$ cat src/rtl/acc_seq_pkg.sv
// Shared definitions for the accumulator instruction sequencer: FSM state
// encoding, control opcodes and the control-opcode classifier.
package acc_seq_pkg;

    typedef enum logic [2:0] {
        IDLE  = 3'd0,
        FETCH = 3'd1,
        WAIT  = 3'd2,
        EXEC  = 3'd3,
        HALT  = 3'd4
    } state_t;

    // Control opcodes live in the top sixteen codes and are executed by the
    // sequencer itself; they never reach the ALU.
    localparam logic [7:0] OPC_NOP  = 8'hF0;
    localparam logic [7:0] OPC_JMP  = 8'hF1;
    localparam logic [7:0] OPC_JZ   = 8'hF2;
    localparam logic [7:0] OPC_JNZ  = 8'hF3;
    localparam logic [7:0] OPC_HALT = 8'hFF;

    localparam logic [3:0] CTRL_PREFIX = 4'hF;

    // True for any opcode in the reserved control range 8'hF0..8'hFF.
    function automatic logic is_ctrl(input logic [7:0] op);
        return (op[7:4] == CTRL_PREFIX);
    endfunction

endpackage

$ cat src/rtl/acc_sequencer.sv
// Instruction sequencer for the ALU + accumulator datapath. Fetches words
// from a synchronous program memory (one cycle read latency), decodes them
// and either forwards an ALU opcode with a one-cycle accumulator enable or
// executes jump / conditional jump / halt locally. Three cycles per
// instruction: FETCH, WAIT, EXEC.
module acc_sequencer
    import acc_seq_pkg::*;
#(
    parameter int WIDTH = 16,
    parameter int OP_W  = 8,
    parameter int PC_W  = 8
) (
    input  logic                   clk,
    input  logic                   rst_n,
    input  logic                   run,
    output logic [PC_W-1:0]        pm_addr,
    output logic                   pm_en,
    input  logic [OP_W+WIDTH-1:0]  pm_data,
    output logic [OP_W-1:0]        alu_op,
    output logic [WIDTH-1:0]       alu_in,
    output logic                   acc_ce,
    input  logic                   acc_zero,
    output logic                   halted,
    output logic                   busy
);

    state_t                  r_state;
    state_t                  w_state_next;
    logic [PC_W-1:0]         r_pc;
    logic [PC_W-1:0]         w_pc_next;
    logic [OP_W+WIDTH-1:0]   r_ir;

    logic [OP_W-1:0]         w_opcode;
    logic [WIDTH-1:0]        w_operand;
    logic [PC_W-1:0]         w_target;
    logic [PC_W-1:0]         w_pc_inc;
    logic                    w_ctrl;

    // Instruction fields; the jump target is the operand truncated to the
    // program counter width, and pc+1 wraps naturally at 2**PC_W.
    assign w_opcode  = r_ir[OP_W+WIDTH-1:WIDTH];
    assign w_operand = r_ir[WIDTH-1:0];
    assign w_target  = w_operand[PC_W-1:0];
    assign w_pc_inc  = r_pc + PC_W'(1);
    assign w_ctrl    = is_ctrl(w_opcode);

    // The datapath sees the instruction register directly, so op/in stay
    // stable from EXEC until the next WAIT reloads the register.
    assign alu_op  = w_opcode;
    assign alu_in  = w_operand;
    assign pm_addr = r_pc;

    // State register, program counter and instruction register.
    always_ff @(posedge clk or negedge rst_n) begin
        if (!rst_n) begin
            r_state <= IDLE;
            r_pc    <= '0;
            r_ir    <= '0;
        end else begin
            r_state <= w_state_next;
            r_pc    <= w_pc_next;
            if (r_state == WAIT) begin
                r_ir <= pm_data;
            end
        end
    end

    // Next-state and next-pc decode. acc_zero is only consulted in EXEC; the
    // previous ALU write committed at least two cycles earlier.
    always_comb begin
        w_state_next = r_state;
        w_pc_next    = r_pc;
        case (r_state)
            IDLE: begin
                if (run) begin
                    w_state_next = FETCH;
                end
            end
            FETCH: begin
                w_state_next = WAIT;
            end
            WAIT: begin
                w_state_next = EXEC;
            end
            EXEC: begin
                w_state_next = FETCH;
                if (w_ctrl) begin
                    case (w_opcode)
                        OPC_JMP:  w_pc_next = w_target;
                        OPC_JZ:   w_pc_next = acc_zero ? w_target : w_pc_inc;
                        OPC_JNZ:  w_pc_next = acc_zero ? w_pc_inc : w_target;
                        OPC_HALT: w_state_next = HALT;
                        // NOP and the unassigned reserved codes just advance.
                        default:  w_pc_next = w_pc_inc;
                    endcase
                end else begin
                    w_pc_next = w_pc_inc;
                end
            end
            HALT: begin
                // pc still points at the HALT word; resume past it.
                if (run) begin
                    w_state_next = FETCH;
                    w_pc_next    = w_pc_inc;
                end
            end
            default: begin
                w_state_next = IDLE;
            end
        endcase
    end

    // Moore-style outputs plus the accumulator enable, which is combinational
    // from state so an asynchronous reset kills it immediately.
    always_comb begin
        pm_en  = (r_state == FETCH);
        busy   = (r_state == FETCH) || (r_state == WAIT) || (r_state == EXEC);
        halted = (r_state == HALT);
        acc_ce = (r_state == EXEC) && !w_ctrl;
    end

endmodule

$ cat config.mk
export PLATFORM = sky130hd
export DESIGN_NAME = acc_sequencer
export DESIGN_NICKNAME = d
export VERILOG_FILES = /design/src/rtl/acc_seq_pkg.sv /design/src/rtl/acc_sequencer.sv
export SDC_FILE = /design/constraint.sdc
export NUM_CORES = 1
export LEC_CHECK = 0
export CAP_MARGIN = 20
export CORE_ASPECT_RATIO = 1.25
export CORE_MARGIN = 1
export CORE_UTILIZATION = 50
export CTS_CLUSTER_SIZE = 8
export DETAILED_ROUTE_END_ITERATION = 6
export DONT_BUFFER_PORTS = 1
export PLACE_DENSITY = 0.62
export SYNTH_ARGS = -nofsm -noshare
export SYNTH_HDL_FRONTEND = slang
export SYNTH_SLANG_ARGS = --single-unit
$ cat constraint.sdc
create_clock -name clk -period 5.01 [get_ports clk]
set_input_delay 0.501 -clock clk [delete_from_list [all_inputs] [get_ports clk]]
set_output_delay 0.501 -clock clk [all_outputs]
set_load 0.03 [all_outputs]
Yosys cells after proc, flatten, opt, wreduce, memory -nomap -nowiden:

Index checks and enable logic that the tools add are counted.

* bits in registers: 35
* bits in latches: 0
* bits in writable memories: 0
* ROM bits: 0
* input port bits: 28
* output and inout bits: 36
* word-level logic and storage cells: 34
* memories: 0

* add/subtract/negate cells: 1
* $mul: 0
* div/mod/pow operators: 0
* magnitude comparators: 0
* eq/ne operators: 12
* shift-type cells: 0
* muxes and demuxes: 10
* bitwise logic cells: 0
* reductions and logical operators: 8

Operators by type and width (count)
* == test 8 bit, second input constant: 4
* two-way mux 8 bit: 4
* case mux 8 bit (4 select lines): 1
* case mux 8 bit (2 select lines): 1
* case mux 3 bit (4 select lines): 1
* two-way mux 3 bit: 3
* adder 8 x 1 -> 8 bit, second input constant: 1
* == test 3 x 2 -> 1 bit, second input constant: 2
* == test 4 bit, second input constant: 1
* == test 3 x 1 -> 1 bit, second input constant: 1
* == test 3 bit, second input constant: 1
* zero test 3 bit: 1
* != test 3 bit, second input constant: 1
* AND reduction 3 bit: 1
* logical OR 1 bit: 2
* != test 2 x 1 -> 1 bit, second input constant: 1
* != test 2 bit, second input constant: 1
* nonzero test 2 bit: 1
* OR reduction 2 bit: 1
* logical AND 1 bit: 1
* zero test 1 bit: 1

Logic depth before layout (Yosys ltp):

* word-level depth: 5
* depth in mapped cells: 9
* mapped depth without buffers: 7

Worst setup path before layout:

No wires, ideal clock.

* path kind: register to register
* start: register r_ir[21]
* end: register r_pc[4], in the netlist pm_addr[4]
* library setup time: 0.121 ns
* arrival time: 1.695 ns
* data required time: 4.889 ns
* setup slack: 3.194 ns
* cell stages (with the launch flop): 7
* path buffers: 1
* clock period less this slack: 1.816 ns
* cells stage by stage: dfrtp_1 -> nand4_1 -> nor4_4 -> and2_1 -> buf_6 -> mux2_1 -> a22o_1

* longest elaborated chain between the ends: 4
* elaborated cells between the ends (all ways): 10
* classes of those cells: eq/ne: 6; mux: 3; reduce/logical: 1

RTL lines
* start, declared: line acc_sequencer.sv:31 `logic [OP_W+WIDTH-1:0] r_ir;`
* start signal, assigned: line acc_sequencer.sv:63 `r_ir <= pm_data;`
* == test 8 bit: line acc_sequencer.sv:88 `case (w_opcode)`
* case mux 8 bit (4 select lines): line acc_sequencer.sv:88
* two-way mux 8 bit: line acc_sequencer.sv:87 `if (w_ctrl) begin`
* case mux 8 bit (2 select lines): line acc_sequencer.sv:73 `case (r_state)`
* end signal, assigned: line acc_sequencer.sv:61 `r_pc <= w_pc_next;`
* end, declared: line acc_sequencer.sv:29 `logic [PC_W-1:0] r_pc;`

Parallel ways exist; a longest one is shown, timed or not.
A chain may end at the register's enable or synchronous reset.

Worst setup path after layout:

* start: register r_ir[20]
* end: register r_pc[7], in the netlist pm_addr[7]

Same word-level chain as after synthesis.

==> summary.md <==
| Metric | Value |
|---|---|
| Via count | `1068` |
| Detailed Route WL | `2970 um` |
| Peak VDD IR | `401 uV` |
| Static Leak | `0.760 nW` |
| Critical path class | `reg -> reg` |
| Worst-path cell chain | `nand4_1 -> nor4_4 -> and2_1 -> mux2_1 -> a22o_1` |
| Vias in the first global route | `between 1000 and 1500` |
| Initial core utilization | `0.520` |
| Site Rows | `23` |
| Final Cycle Share | `0.455` |
| Delay-heaviest family, CP | `simple AND/OR/NAND/NOR gates` |
| Slew HR | `0.330` |
| N_diodes | `0` |
| Yosys cell types | `37` |
| Clk_lat worst skew | `around 0.28 ns` |
| Grt ovf | `0` |
| Pwr dens | `809 nW/um^2` |
| GRT Resource Usage Total | `0.191` |
| DP HPWL | `2090 um` |
| First-pass GRT wire length | `approximately 4700 um` |
| Post-DR wirelength/cell | `between 15 and 20 um` |
| DR pass1 iterations | `4` |
| Share of cells above drive strength 1 | `0.300` |
| Slew @ Worst Pin | `approximately 1 ns` |
| Worst Clk Skew | `between 0.004 and 0.005 ns` |
| Area Overhead vs Synth | `6.93%` |
| Chip width | `53.6 um` |
| Synthesis Warnings | `0` |
| Synth Instances | `137` |
| Clock Path Buffers | `2` |
| Synthesized cell area | `1660 sq um` |
| Max_cap viols | `0` |
| Post-Syn Nets | `166` |
| Run status | `complete, no violations` |
| Crit path buffers/inverters | `0` |
| Setup ws final | `roughly 2.7 ns` |
| Final min period | `2.28 ns` |
| F_max | `438 MHz` |
| Placed inst area | `1660 sq um` |
| Final Hold Fails | `0` |
| Worst EP arrival | `2.45 ns` |
| Synth Register Bits | `35` |
| Reg clk slew, reported paths | `around 0.070 ns` |
| Placer Congestion | `0.693` |
| Nets | `168` |
| Initial antenna violation count | `0` |
| H-tree levels | `2` |
| Root buf cell | `clkbuf_8` |
| Largest net degree at the start of global routing | `36` |
| RSZ-0062 raised after global routing | `no` |
| Final number of max-transition violations | `0` |
| Fill count | `around 280` |
| Number of clock sinks | `35` |
| Place WS | `2.73 ns` |
| CP Capture Type | `flip-flop` |
| Leading register cell type out of synthesis | `dfrtp_1` |
| Core area | `between 3000 and 4000 sq um` |
| Total CTS buffers | `5` |
| Clock tree from TritonCTS | `built` |
| Crit path required time | `around 5.2 ns` |
| DRT antenna net count | `0` |
| Post-Syn Area per Cell | `12.1 sq um` |
| # DRC | `0` |
| Number of synthesized flops with an enable pin | `0` |
| Maximum fanout along the worst path | `14` |
| Crit path largest cell delay | `0.54 ns` |
| Final setup TNS | `0 ns` |
| Die H | `between 60 and 70 um` |
| Buffers on Ports | `0` |
| Seq/Total Area, Yosys | `0.527` |
| DR vias/cell | `6.03` |
| Design Area, Final | `1780 sq um` |
| Crit-path slowest cell | `dfrtp_1` |
| Post-synth ARST share | `1.00` |
| Worst setup SP type | `flip-flop` |
| Ports | `64` |
| Pwr Total | `~1.4 mW` |
| Count of final setup violators | `0` |
| Die ar. | `3560 sq um` |
| Hold WC Path Type | `in -> async` |
| Detailed router's first-iteration violation count | `34` |
layout by cell type (no fill, tap or decap), types with 2 or more instances in the layout:
cell	n
inv_1	6
nand2_1	9
nand4_1	2
clkbuf_8	7
nand3_1	2
nor2_1	7
a22o_1	3
mux2_1	3
mux2_2	24
nor3b_1	2
a22oi_1	3
o21ai_0	5
mux2i_1	3
a21oi_1	2
and3_1	2
dfrtp_1	35
o21ai_1	4
nor3_1	2
flip-flops by register name, summed over array words and instances, names as in the netlist:
name	cells
r_ir	24
r_state	3
pm_addr	8
metal layers:
layer | track usage | wire (um) | vias up | part of all wire
met3 | 0.0982 | 242 | 5 | 0.082
met5 | 0 | 0 | - | 0
met4 | 0.0888 | 56 | 0 | 0.019
met1 | 0.201 | 1180 | 531 | 0.40
li1 | - | - | 489 | -
met2 | 0.308 | 1490 | 43 | 0.50
final timing paths:
| path | cells after the start | slack (ns) | end | startpoint |
|---|---|---|---|---|
| setup / recovery | 5 | 2.73 | pm_addr[7] | r_ir[20] |
| hold / removal | 1 | 0.04 | r_ir[5] | rst_n |
| setup reg to reg | 5 | 2.73 | pm_addr[7] | r_ir[20] |
| hold reg to reg | 2 | 0.61 | r_state[2] | r_state[2] |
| max in group asynchronous | 1 | 4.79 | r_ir[9] | rst_n |
| min in group clk | 1 | 0.31 | r_state[2] | run |
cells in the mapped netlist, types with 2 or more instances:
cell type,instances,area (sq um)
o21ai_1,4,20.0
o21ai_0,5,25.0
inv_1,6,22.5
a22oi_1,3,22.5
nand3_1,2,10.0
nand2_1,9,33.8
a21oi_1,2,10.0
mux2_1,3,33.8
and3_1,2,12.5
nor3_1,2,10.0
nor2_1,7,26.3
a22o_1,3,26.3
mux2_2,24,270
dfrtp_1,35,876
nand4_1,2,12.5
nor3b_1,2,15.0
mux2i_1,3,30.0
buf_2,4,20.0
power by group:
group          switching (mW)  internal (mW)  leakage [nW]
clock network          0.0949          0.125        0.0515
logic                   0.191          0.208         0.290
registers               0.401          0.417         0.418
total                   0.686          0.750         0.760
per-stage QoR:
step / utilization / hold WS (ns) / instances
floorplan: - / 0.205 / 137
global placement: 0.519 / 0.206 / 168
detailed placement: 0.519 / 0.206 / 168
CTS: 0.556 / 0.0441 / 177
global route: 0.556 / 0.0369 / 177
finish: 0.556 / 0.0423 / 177
what timing repair did:
item                      CTS  global route
buffers inserted            0             0
hold buffers                1             0
gates resized for setup     0             0
hold endpoints to repair   35             0
final cells by class:
type / instances / area, sq um / area share
inverters: 7 / 26.3 / 0.0148
well taps: 37 / 46.3 / 0.0261
flip-flops and latches: 35 / 876 / 0.493
clock buffers: 8 / 100 / 0.0563
multi-input cells: 89 / 708 / 0.399
repair buffers: 1 / 20.0 / 0.0113
worst reg2reg max path, stage by stage (launching register included):
cell     delay (ns)
dfrtp_1        0.54
nand4_1        0.30
nor4_4         0.23
and2_1         0.54
mux2_1         0.38
a22o_1         0.18
cell families after synthesis:
kind of cell / synth area share
mux: 0.201
xor+xnor: 0.00527
flops: 0.527
simple gates: 0.119
fa+ha+maj: 0.00753
compound gates: 0.0934
buf+inv: 0.0467
(Power assumes the default switching activity.)
